==> config.mk <==
export PLATFORM = sky130hd
export DESIGN_NAME = if_fetch_stage
export DESIGN_NICKNAME = d
export VERILOG_FILES = /design/src/rtl/if_fetch_stage.sv
export SDC_FILE = /design/constraint.sdc
export NUM_CORES = 1
export LEC_CHECK = 0
export ABC_CLOCK_PERIOD_IN_PS = 4900
export CAP_MARGIN = 0
export CORE_UTILIZATION = 25
export DETAILED_ROUTE_END_ITERATION = 10
export GPL_TIMING_DRIVEN = 0
export SLEW_MARGIN = 10
export SYNTH_ARGS = -nofsm -noshare
export SYNTH_HDL_FRONTEND = slang
export SYNTH_SLANG_ARGS = --single-unit
==> constraint.sdc <==
create_clock -name clk -period 4.9 [get_ports clk]
set_input_delay 0.49 -clock clk [delete_from_list [all_inputs] [get_ports clk]]
set_output_delay 0.49 -clock clk [all_outputs]
set_load 0.005 [all_outputs]
==> src/rtl/if_fetch_stage.sv <==
// Instruction-fetch stage: owns the PC, fetches over a req/ack handshake and
// drives the IF/ID register. Branch/jump redirects honour one delay slot.
module if_fetch_stage #(
  parameter logic [31:0] RESET_PC = 32'h0000_0000,
  parameter logic [31:0] NOP_INST = 32'h0000_0000
) (
  input  logic        clk,
  input  logic        clr,
  input  logic        stall,
  input  logic [1:0]  pcsource,
  input  logic [31:0] bpc,
  input  logic [31:0] jpc,
  output logic        imem_req,
  output logic [31:0] imem_addr,
  input  logic        imem_ack,
  input  logic [31:0] imem_rdata,
  output logic [31:0] pc4,
  output logic [31:0] inst,
  output logic        inst_valid
);

  typedef enum logic [1:0] {
    S_IDLE = 2'd0,
    S_REQ  = 2'd1,
    S_HELD = 2'd2
  } state_t;

  state_t      state_q, state_d;
  logic [31:0] pc_q, pc_d;
  logic        imem_req_q, imem_req_d;
  logic [31:0] pc4_q, pc4_d;
  logic [31:0] inst_q, inst_d;
  logic        inst_valid_q, inst_valid_d;
  logic        redir_pend_q, redir_pend_d;
  logic [31:0] redir_pc_q, redir_pc_d;
  logic [31:0] hbuf_q, hbuf_d;

  logic [31:0] pc_plus4;
  logic        accept;
  logic [31:0] accept_word;
  logic        redir_valid;
  logic [31:0] redir_target;
  logic [31:0] next_pc;

  always_comb begin
    pc_plus4     = pc_q + 32'd4;
    // A word enters IF/ID either straight from memory or from the stall buffer
    accept       = ~stall & (((state_q == S_REQ) & imem_ack) | (state_q == S_HELD));
    accept_word  = (state_q == S_HELD) ? hbuf_q : imem_rdata;
    redir_valid  = ~stall & inst_valid_q & ((pcsource == 2'b01) | (pcsource == 2'b10));
    redir_target = (pcsource == 2'b01) ? bpc : jpc;
    if (redir_valid & accept) begin
      next_pc = redir_target;
    end else if (redir_pend_q) begin
      next_pc = redir_pc_q;
    end else begin
      next_pc = pc_plus4;
    end
  end

  always_comb begin
    state_d      = state_q;
    pc_d         = pc_q;
    imem_req_d   = imem_req_q;
    pc4_d        = pc4_q;
    inst_d       = inst_q;
    inst_valid_d = inst_valid_q;
    redir_pend_d = redir_pend_q;
    redir_pc_d   = redir_pc_q;
    hbuf_d       = hbuf_q;

    case (state_q)
      S_IDLE: begin
        state_d    = S_REQ;
        imem_req_d = 1'b1;
      end
      S_REQ: begin
        if (imem_ack && stall) begin
          hbuf_d     = imem_rdata;
          state_d    = S_HELD;
          imem_req_d = 1'b0;
        end else if (!imem_ack && !stall) begin
          inst_d       = NOP_INST;
          inst_valid_d = 1'b0;
        end
      end
      S_HELD: begin
        if (!stall) begin
          state_d    = S_REQ;
          imem_req_d = 1'b1;
        end
      end
      default: begin
        state_d    = S_IDLE;
        imem_req_d = 1'b0;
      end
    endcase

    if (accept) begin
      pc4_d        = pc_plus4;
      inst_d       = accept_word;
      inst_valid_d = 1'b1;
      pc_d         = next_pc;
      redir_pend_d = 1'b0;
    end else if (redir_valid) begin
      // Delay slot not yet in IF/ID: remember where to go once it lands
      redir_pc_d   = redir_target;
      redir_pend_d = 1'b1;
    end
  end

  always_ff @(posedge clk or posedge clr) begin
    if (clr) begin
      state_q      <= S_IDLE;
      pc_q         <= RESET_PC;
      imem_req_q   <= 1'b0;
      pc4_q        <= 32'h0000_0000;
      inst_q       <= NOP_INST;
      inst_valid_q <= 1'b0;
      redir_pend_q <= 1'b0;
      redir_pc_q   <= 32'h0000_0000;
      hbuf_q       <= 32'h0000_0000;
    end else begin
      state_q      <= state_d;
      pc_q         <= pc_d;
      imem_req_q   <= imem_req_d;
      pc4_q        <= pc4_d;
      inst_q       <= inst_d;
      inst_valid_q <= inst_valid_d;
      redir_pend_q <= redir_pend_d;
      redir_pc_q   <= redir_pc_d;
      hbuf_q       <= hbuf_d;
    end
  end

  assign imem_req   = imem_req_q;
  assign imem_addr  = pc_q;
  assign pc4        = pc4_q;
  assign inst       = inst_q;
  assign inst_valid = inst_valid_q;

endmodule

# [Yosys cells after proc, flatten, opt, wreduce, memory -nomap -nowiden]
# Index checks and enable logic that the tools add are counted.
# W data, S select, Z words.
[word_totals] ff_bits=165 in_bits=102 out_inout_bits=98
[classes] add_sub_neg=1 eq_ne=7 muxes=20 n_bitwise=9 reduce_logical=12
[ops] cell="$mux W32" n=8
[ops] cell="$add A32 B3 Y32 const B" n=1
[ops] cell="$mux W1" n=8
[ops] cell="$pmux W2 S3" n=1
[ops] cell="$reduce_and A2 Y1" n=3
[ops] cell="$reduce_bool A2 Y1" n=3
[ops] cell="$and A1 B1 Y1" n=5
[ops] cell="$eq A2 B1 Y1 const B" n=2
[ops] cell="$eq A2 B2 Y1 const B" n=2
[ops] cell="$mux W2" n=2
[ops] cell="$ne A2 B2 Y1 const B" n=2
[ops] cell="$pmux W1 S3" n=1
[ops] cell="$reduce_and A3 Y1" n=1
[ops] cell="$logic_and A1 B1 Y1" n=2
[ops] cell="$logic_not A1 Y1" n=2
[ops] cell="$logic_not A2 Y1" n=1
[ops] cell="$ne A2 B1 Y1 const B" n=1
[ops] cell="$not A1 Y1" n=2
[ops] cell="$or A1 B1 Y1" n=2

# [Logic depth before layout (Yosys ltp)]
# Gate-level depths: netlist of run 1.
[logic_depth] word_depth=6 mapped_depth=9

# [Worst setup path after synthesis of run 1]
# No wires, ideal clock.
[synth_path] path_kind="in2reg" startpoint="input pcsource[1]" endpoint="register pc_q[23] (netlist: imem_addr[23])" arrival_ns=1.968 slack_ns=2.804 path_stages=9 path_cell_list="inv_1 > ha_1 > or3b_1 > buf_6 > a21o_1 > buf_6 > a31oi_1 > o31a_1 > o22ai_1"
[synth_via] elab_chain_len=5
[synth_rtl] item="from (decl)" line="10" rtl="input logic [1:0] pcsource,"
[synth_rtl] item="$eq A2 B1 Y1 or $eq A2 B2 Y1 (tied branches)" line="50, 51"
[synth_rtl] item="$or A1 B1 Y1" line="50" rtl="redir_valid = ~stall & inst_valid_q & ((pcsource == 2'b01) | (pcsource == 2'b10));"
[synth_rtl] item="$and A1 B1 Y1" line="50"
[synth_rtl] item="$and A1 B1 Y1" line="52" rtl="if (redir_valid & accept) begin"
[synth_rtl] item="$mux W32 *" line="52"
[synth_rtl] item="to (signal assigned)" line="125" rtl="pc_q <= pc_d;"
[synth_rtl] item="to (decl)" line="29" rtl="logic [31:0] pc_q, pc_d;"
# Every way passes the cells marked *; elsewhere a longest branch is shown, timed or not.
# A chain may end at the register's enable or synchronous reset.

# [Final worst setup path of run 1]
[layout_path] startpoint="input pcsource[0]" endpoint="register pc_q[7] (netlist: imem_addr[7])"
# Same word-level chain as after synthesis.

==> results list, run 1 <==
- Normalized max-slew margin: 0.502
- Data arrives at the worst endpoint at 2.93 ns.
* Initial Util: 0.254
- Counting tap cells, the placed design contains a total of 1397 instances.
- Footprint of the multi-input gates: 0.00359 sq mm
- For this run, the number of Yosys warnings is 0.
- Number of global-route vias before repair: 7123
* Number of sinks driven by the clock tree: 164
- The filler cells instantiated in the layout total 3220.
- Number of non-filler instances in the completed layout: 1432
- The sequential cells in the finished layout cover a total of 0.00410 sq mm.
- The worst-case IR drop observed on VDD is 0.217 mV.
- Number of buffer cells added on primary ports: 198
- The final count of hold timing violations is 0.
- Based on the critical path, the design can be clocked at up to 0.384 GHz.
- The placed instances occupy a cell area of 0.0106 sq mm.
- Final std cell area, no fill: 0.0112 sq mm
* H-tree levels: 4
- Maximum clock skew at final layout: 0.0123 ns
- The worst hold path begins at stall.
* Estimated wirelength of the detail-placed design: 19600 um
* CTS Root Buffer Type: clkbuf_16
- Setup repair after global routing missed its margin: no
- Clock transition at path regs: 0.07 ns
- In the synthesized netlist, the number of instances is 792.
- Post-DR vias/cell: 4.84
- At the end of routability-driven placement, the weighted congestion stood at 0.833.
- After the last flow step, the layout net total stands at 1118.
- Worst min-delay path category: in -> reg
- Ranked by instance count, the synthesized netlist is headed by dfrtp_1, nand2_1, o21ai_0.
* Yosys cell types: 61
* Leading cell types by total area after synthesis: dfrtp_1, mux2i_1, o21ai_0
- Setup violations, final: 0
* Total congestion overflow after global routing: 0
* Maximum fanout along the worst path: 10
* Avg WL per Cell: 18.5 um
- Run status: completed
- The number of antenna violations at the first check in global routing is 3.
* Clk buf depth: 2
* Layout area overhead: 39.5%
* Count of hold buffers inserted by post-cts repair: 0
- Clock buffer count from CTS: 17
* Final cell utilization of the core: 0.354
- CP Class: in -> reg
- The detail route stage leaves a number of antenna-violating nets equal to 0.
* Ports: 200
* Net count of the mapped netlist: 896
* Num rows: 65
- Entering global routing, the biggest net connects 38 pins.
- All-layer global routing usage: 0.165
- Top-count cell post-synth: dfrtp_1
* Total routed wirelength: 26600 um
* Endpoint class of the critical path: register
- TritonCTS built the clock tree.
* Register area share after synthesis: 0.512
- Number of cells upsized or downsized after cts: 0
- CORE AREA: 0.0316 sq mm
- Final max-slew violation count: 0
* Number of flops mapped to enable cells by yosys: 0
* Combined area of all synthesized cells: 0.00802 sq mm
* Per-instance average area after synthesis: 10.1 sq um
* Final period demand of the worst path: 2.61 ns
- Max-cap violations in this run came to 0.
* Setup Total Neg Slack: 0 ns
- P per Cell Area: 522 mW/mm^2
- Vert. Die Dim: 181 um
- Of all flip-flops after synthesis, the portion carrying an async set or reset was 1.00.
- Top cell type by total area after synthesis: dfrtp_1
- STA classifies the critical path startpoint as an input pin.
- Fraction of layout cells with a size suffix above 1: 0.108
- For the pin with the worst max-slew slack, the measured transition is 0.744 ns.
- First element of the critical path: pcsource[0]
- In this run the post-CTS setup repair buffer count came out at 0.
- Clock latency at the later pin of the worst-skew pair: 0.44 ns
* X dimension of the die: 181 um
- The share of synthesized area in the top cell type comes to 0.512.
* Worst endpoint required time: 5.22 ns
- Number of iterations in the first detailed-routing pass: 5
- Most used DFF post-synth: dfrtp_1
- Of the available clock period, the critical path in the final layout requires 0.532.
- Leakage power summed over all cells: 4.78 nW
- For this run, design rule violations remaining after detail routing come to 0.
- Reg-to-reg startpoint: state_q[0]$_DFFE_PP0P_
* Global-route wire length before repair: 41400 um
- Flip-flop and latch count after synthesis: 164
- Starting DRT DRC Count: 534
- The routed layout has 6926 vias.
- Worst hold slack: 0.301 ns
- Area of the die: 0.0328 sq mm
==> worst paths after layout <==
| check | end | cells past startpoint | slack (ns) |
|---|---|---|---|
| min | state_q[0]$_DFFE_PP0P_ | 2 | 0.30 |
| min reg2reg | pc4[15]$_DFFE_PP0P_ | 2 | 0.48 |
| min in group asynchronous | pc4[2]$_DFFE_PP0P_ | 2 | 0.39 |
| max in group asynchronous | inst[2]$_DFFE_PP0P_ | 4 | 3.76 |
| max | imem_addr[7]$_DFFE_PP0P_ | 8 | 2.29 |
| max reg2reg | imem_addr[22]$_DFFE_PP0P_ | 7 | 2.59 |
==> per-layer routing <==
metal	part of all wire	routed length [um]	up-vias	global-route usage
li1	-	-	3264	-
met1	0.42	11200	3369	0.204
met2	0.46	12200	263	0.267
met3	0.10	2700	30	0.0681
met4	0.015	396	0	0.0417
met5	0	0	-	0
==> state kept, by name, summed over array words and instances, names as in the netlist <==
name,cells
state_q,2
imem_addr,32
inst,32
redir_pend_q,1
redir_pc_q,32
pc4,32
inst_valid,1
hbuf_q,32
==> power by group <==
| group | total, W | switching [W] | internal (W) | leakage (nW) |
|---|---|---|---|---|
| Sequential | 0.00233 | 0.000435 | 0.00190 | 2.03 |
| Combinational | 0.00216 | 0.00100 | 0.00116 | 2.46 |
| Clock | 0.00134 | 0.000626 | 0.000718 | 0.284 |
==> cell type report <==
cell class | count | share of cell area
Sequential cell | 164 | 0.367
Tap cell | 402 | 0.0450
Multi-Input combinational cell | 561 | 0.321
Timing Repair Buffer | 203 | 0.186
Inverter | 10 | 0.00369
Buffer | 57 | 0.0256
Clock inverter | 14 | 0.0126
Antenna cell | 3 | 0.000671
Clock buffer | 18 | 0.0384
==> critical path, stage by stage <==
cell and delay [ns]:
clkdlybuf4s50_1 0.46, ha_1 0.14, buf_2 0.19, buf_2 0.38
buf_2 0.43, mux2i_1 0.41, nor3_1 0.13, a211o_1 0.27
==> cells in the final DEF, fill, tap and decap left out, drive strengths merged, types with 4 or more instances in the layout <==
cell,netlist,layout
a21o,5,5
a21oi,16,16
a221o,6,6
a31oi,11,11
and3,5,5
buf,27,32
clkbuf,30,48
clkdlybuf4s50,0,198
clkinv,0,5
dfrtp,164,164
inv,10,17
mux2,32,32
mux2i,65,65
nand2,128,128
nand3,16,16
nand4,11,11
nor2,38,38
nor3,12,12
nor4,4,4
o21ai,122,122
o22ai,7,7
o31a,8,8
xnor2,18,18
xor2,10,10
==> cells by family after synthesis <==
family / count (synthesis) / share of synthesized area
AOI/OAI and AO/OA: 202 / 0.151
DFF: 164 / 0.512
xor gates and xnor gates: 28 / 0.0306
and+or+nand+nor: 232 / 0.137
adders and majority gates: 2 / 0.00312
muxes: 97 / 0.126
buffers and inverters: 67 / 0.0404
==> metrics by stage <==
step,total power [W],worst slack (ns)
floorplan,0.00331,2.33
global placement,0.00447,0.773
detailed placement,0.00453,1.87
CTS,0.00590,2.29
global route,0.00623,2.18
finish,0.00584,2.29
(Power assumes the default switching activity.)
==> inputs of run 2 (changes only) <==
ABC_CLOCK_PERIOD_IN_PS = 2200   (was 4900)
clock period = 2.2 ns   (was 4.9 ns; I/O delays follow)
==> run 2 against run 1 <==
Power is 120% higher. Clock power is 120% higher. Clock-buffer cell count stayed put. Critical path depth is 1 higher.
==> results list, run 2 (synthesized netlist as in run 1, its figures left out) <==
* Num rows: 65
- After floorplanning, the core was sized to cover 0.0316 sq mm.
* Filler Cell Count: 3210
- IR analysis of the VDD net gives a maximum drop of 0.483 mV.
- Across every metal layer, demand over resource in global routing totals 0.165.
- Setup Total Neg Slack: 0 ns
* Global-route wire length before repair: 41400 um
- Clock skew on the completed layout was measured at 0.0127 ns.
- Buffers placed on the I/O ports in this run total 198.
- Kind of start point of the critical path: input pin
* Worst endpoint required time: 2.52 ns
- The clock reaches the later pin of the worst-skew pair after 0.44 ns.
- TritonCTS created 17 clock buffers.
- Measured along the x axis, the die boundary spans 181 um.
* Total routed wirelength: 26600 um
* Final critical-path share of the clock period: 0.969
- Initial Util: 0.254
* CTS tree: built
- At the end of routability-driven placement, the weighted congestion stood at 0.833.
* Worst-path cell with the longest stage delay: clkdlybuf4s50_1
- Clk buf depth: 2
- Vias: 6954
- Footprint of the multi-input gates: 0.00362 sq mm
- Post-DRT Antenna Nets: 0
* Number of global-route vias before repair: 7107
- Final hold vios: 0
- Final period demand of the worst path: 2.13 ns
- After detailed placement, the design holds a cell count of 1397.
- Area of the die: 0.0328 sq mm
- Cell family with most CP delay: simple AND/OR/NAND/NOR gates
- Final net count: 1121
- Setup violations, final: 0
- Normalized max-slew margin: 0.526
- Estimated wirelength of the detail-placed design: 19600 um
* Setup repair after global routing missed its margin: yes
- In the routed layout, each cell is associated on average with a via count of 4.85.
* Vert. Die Dim: 181 um
* Reg area: 0.00410 sq mm
- Max-cap violations in this run came to 0.
- Summed over all cells, the static leakage comes to 4.83 nW.
* Final cell utilization of the core: 0.357
- Layout area overhead: 40.5%
- The pre-antenna-repair detailed-routing pass consisted of 7 iterations.
- In this run the power density over the cells is 1160 mW/mm^2.
* Endpoint class of the critical path: register
- Timing analysis after detailed placement gives a worst setup slack of -0.561 ns.
- Worst-Margin Slew: 0.708 ns
* Most frequent cells in the layout: clkdlybuf4s50_1, dfrtp_1, nand2_1
- CTS placed an instance of clkbuf_16 at the clock tree root.
* Fraction of layout cells with a size suffix above 1: 0.125
- The min-delay analysis places its worst path in the category in -> reg.
* CP Class: in -> reg
* Pin count of the biggest net entering global routing: 38
- The tree built by TritonCTS fans out to 164 sinks.
* H-tree levels: 4
- Excluding fillers, the count of instances in the completed layout stands at 1435.
* Buf+Inv Stages, Crit Path: 3
* Clock transition at path regs: 0.07 ns
- In the routed design, unresolved DRC markers number 0.
* Arrival @ worst endpoint: 2.45 ns
* Most common cell after layout, fill and taps aside: clkdlybuf4s50_1
- In this run the worst path has a maximum fanout of 10.
- The flow ran to the end, and the final reports show no timing, DRC or antenna violations.
* Largest stage delay, worst path: 0.45 ns
- Total congestion overflow after global routing: 0
- The max-slew violation count is 0.
- Final worst-path setup slack: 0.0686 ns
* Number of antenna violations at the first check in global routing: 3
* Cell Chain, Critical Path: clkdlybuf4s50_1 -> inv_1 -> ha_1 -> or3b_1 -> buf_6 -> a21o_1 -> nand2_1 -> o31ai_1 -> a22o_1
- Timing would allow up to 0.469 GHz.
- In the final routed layout, each cell accounts on average for 18.6 um.
- The first routing iteration left 668 violations.
- Ports: 200
run 2: cell type report:
cell class | instances | area share
antenna | 3 | 0.000666
buffer | 57 | 0.0283
clock buffer | 18 | 0.0381
clock inverter | 14 | 0.0125
inverter | 10 | 0.00366
multi-input combinational | 561 | 0.321
sequential | 164 | 0.364
tap | 402 | 0.0446
timing repair buffer | 206 | 0.187
run 2: path summary, 6_finish.rpt:
check | startpoint | to | slack (ns) | cells after the start
setup / recovery | pcsource[1] | imem_addr[27]$_DFFE_PP0P_ | 0.07 | 9
hold / removal | stall | state_q[0]$_DFFE_PP0P_ | 0.04 | 2
setup reg to reg | imem_addr[2]$_DFFE_PP0P_ | imem_addr[20]$_DFFE_PP0P_ | 0.09 | 6
hold reg to reg | redir_pc_q[30]$_DFFE_PP0P_ | redir_pc_q[30]$_DFFE_PP0P_ | 0.48 | 2
max in group asynchronous | clr | inst[2]$_DFFE_PP0P_ | 1.33 | 4
min in group asynchronous | clr | pc4[2]$_DFFE_PP0P_ | 0.13 | 2
run 2: per-layer routing:
metal	part of all wire	up-vias	global-route usage
li1	-	3270	-
met1	0.42	3396	0.206
met2	0.46	261	0.264
met3	0.10	27	0.0665
met4	0.015	0	0.0447
met5	0	-	0
run 2: power by group:
| part | switching [W] | internal (W) | total (W) |
|---|---|---|---|
| clock | 0.00139 | 0.00160 | 0.00299 |
| combinational | 0.00224 | 0.00261 | 0.00486 |
| sequential | 0.000974 | 0.00423 | 0.00521 |
run 2: what timing repair did:
item	in CTS	in global routing
endpoints found under the setup margin	40	84
hold buffers	0	0
pin swaps	0	2
buffers inserted	0	3
resized for setup	7	27
run 2: worst register-to-register path, cell delays in order (launching register included):
cell,delay [ns]
dfrtp_1,0.51
ha_2,0.33
and3_1,0.23
nand2_1,0.20
nor2_1,0.25
a31oi_1,0.11
o32a_1,0.37
run 2: through the flow:
step | hold slack, ns | total power, W | instance area, sq um
floorplan | 0.371 | 0.00737 | 8020
global route | 0.0470 | 0.0139 | 11300
finish | 0.0383 | 0.0131 | 11300
detailed placement | 0.463 | 0.0101 | 10600
global placement | 0.457 | 0.00996 | 10500
CTS | 0.0122 | 0.0131 | 11200
==> inputs of run 3 (changes only) <==
ABC_CLOCK_PERIOD_IN_PS = 2500   (was 2200)
GPL_TIMING_DRIVEN = default   (was 0)
clock period = 2.5 ns   (was 2.2 ns; I/O delays follow)
==> run 3 against run 2 <==
Via count decreased by 5.0%. Cell area decreased by 0.69%. Sequential share of layout area increased by 0.25 points. Core utilization decreased by 0.25 points. Global-route usage decreased by 1.8 points. Combinational power decreased by 15%. Sequential power decreased by 12%.
==> results list, run 3 (synthesized netlist as in run 1, its figures left out) <==
- Of the available clock period, the critical path in the final layout requires 0.876.
- Post-DRT Antenna Nets: 0
- Setup violations remaining at the end of the flow were counted as 0.
* Standard cell area after detailed placement: 0.0106 sq mm
- In the final timing run, aggregate negative setup slack is 0 ns.
- Post-CTS repair changed the size of 0 cells.
- Weighted congestion at the end of routability-driven global placement: 0.803
- Post CTS Setup Buffer Count: 0
- Leaving out fill and tap cells, the most frequent cell in the layout is clkdlybuf4s50_1.
- The floorplan has 65 rows.
- Clk buf depth: 2
- The tree is rooted in a clkbuf_16.
- The total overflow left after global routing is 0.
- After detailed routing, the number of remaining DRC violations is 0.
- Final period demand of the worst path: 2.19 ns
- After clock tree synthesis, the flow added hold-fix buffers numbering 0.
- The final count of hold timing violations came to 0.
- Largest stage delay, worst path: 0.80 ns
* P per Cell Area: 1020 mW/mm^2
* Number of global-route vias before repair: 6501
- In this run the horizontal extent of the chip is 181 um.
- Layout area overhead: 39.6%
- Final max-slew violation count: 0
- Endpoint class of the critical path: register
- CTS tree: built
- Starting DRT DRC Count: 439
- Number of antenna violations at the first check in global routing: 1
- Cell Chain, Critical Path: nand3b_1 -> a21o_4 -> nor2_1 -> o21ai_0 -> o21ai_0
- The first detailed-routing pass took 5 iterations.
- H-tree levels: 4
- Highest attainable clock frequency: 0.457 GHz
- Pin count of the biggest net entering global routing: 96
* Avg WL per Cell: 17.0 um
- Worst hold slack: 0.285 ns
* Initial Util: 0.254
* Kind of start point of the critical path: register
- Leakage power summed over all cells: 4.78 nW
* Worst endpoint required time: 2.84 ns
* Library cell appearing most often on the critical path: o21ai_0
- Worst-path cell with the longest stage delay: nor2_1
- Vert. Die Dim: 181 um
- Final net count: 1092
* Estimated wirelength of the detail-placed design: 16600 um
- Worst-Margin Slew: 1.05 ns
* Post-DR vias/cell: 4.71
* Vias: 6606
- VDD IR max: 0.438 mV
* Global-route wire length before repair: 37700 um
- Normalized max-slew margin: 0.299
- All-layer global routing usage: 0.148
- Total routed wirelength: 23800 um
- Of the cells placed in the final design, the portion with a size suffix greater than 1 is 0.121.
- The die covers 0.0328 sq mm.
- Arrival @ worst endpoint: 2.53 ns
- Clock buffer count from CTS: 17
* Number of buffer cells added on primary ports: 199
- Run status: completed
- Clock transition at path regs: 0.07 ns
- The tool flagged a number of max-cap violations equal to 0.
* Clock latency at the later pin of the worst-skew pair: 0.43 ns
- Pin placement for this block handled 200 I/O pins.
* Number of non-filler instances in the completed layout: 1403
- In this run the standard cell core region covers 0.0316 sq mm.
- Setup repair after global routing missed its margin: no
- Total power for the finished layout comes to 0.0114 W.
* Inst Count DP: 1371
- Number of sinks driven by the clock tree: 164
* Worst min-delay path category: in -> async
- On the final layout, the worst clock skew is 0.0131 ns.
- Of all nets on the critical path, the largest fanout is 11.
- Leaving out fill and tap cells, the most frequent cells in the layout are clkdlybuf4s50_1, dfrtp_1, nand2_1.
* CP Class: reg -> reg
- Final std cell area, no fill: 0.0112 sq mm
- 0 antenna diodes ended up in the layout.
-- run 3: layout make-up --
type	count	area [sq um]
timing repair buffer	234	2330
clock buffer	19	453
clock inverter	13	143
sequential	164	4100
multi-input combinational	561	3620
tap	402	503
fill	3170	20400
inverter	10	41.3
-- run 3: layer usage --
metal  global-route usage  part of all wire  routed length, um
met2                0.231              0.46              10900
met1                0.198              0.45              10800
met3               0.0470             0.078               1850
met5                    0           0.00046                 11
met4               0.0359             0.012                284
-- run 3: critical path, delay by kind of cell, from the launching register on --
family | cells | cell delay, ns
and+or+nand+nor | 2 | 1.04
AOI/OAI and AO/OA | 3 | 0.63
DFF | 1 | 0.44
-- run 3: power by group --
part | switching [W] | leakage, nW | total (W) | internal, W
combinational | 0.00183 | 2.46 | 0.00413 | 0.00230
clock | 0.00120 | 0.285 | 0.00266 | 0.00146
sequential | 0.000853 | 2.03 | 0.00458 | 0.00372
-- run 3: final timing paths --
kind                                            start                         end  slack, ns  cells past startpoint
min                                               clr          pc4[2]$_DFFE_PP0P_       0.29                      3
min reg2reg                redir_pc_q[29]$_DFFE_PP0P_  redir_pc_q[29]$_DFFE_PP0P_       0.47                      2
min in group clk                       imem_rdata[21]      hbuf_q[21]$_DFFE_PP0P_       0.46                      2
max                            state_q[1]$_DFFE_PP0P_   imem_addr[18]$_DFFE_PP0P_       0.31                      5
max in group asynchronous                         clr  redir_pc_q[29]$_DFFE_PP0P_       1.71                      3
max reg2reg                    state_q[1]$_DFFE_PP0P_   imem_addr[18]$_DFFE_PP0P_       0.31                      5
-- run 3: stage by stage --
stage	util	setup WS, ns
floorplan	-	0.165
global route	0.355	0.163
finish	0.355	0.310
detailed placement	0.336	0.0232
global placement	0.336	0.0295
CTS	0.355	0.293
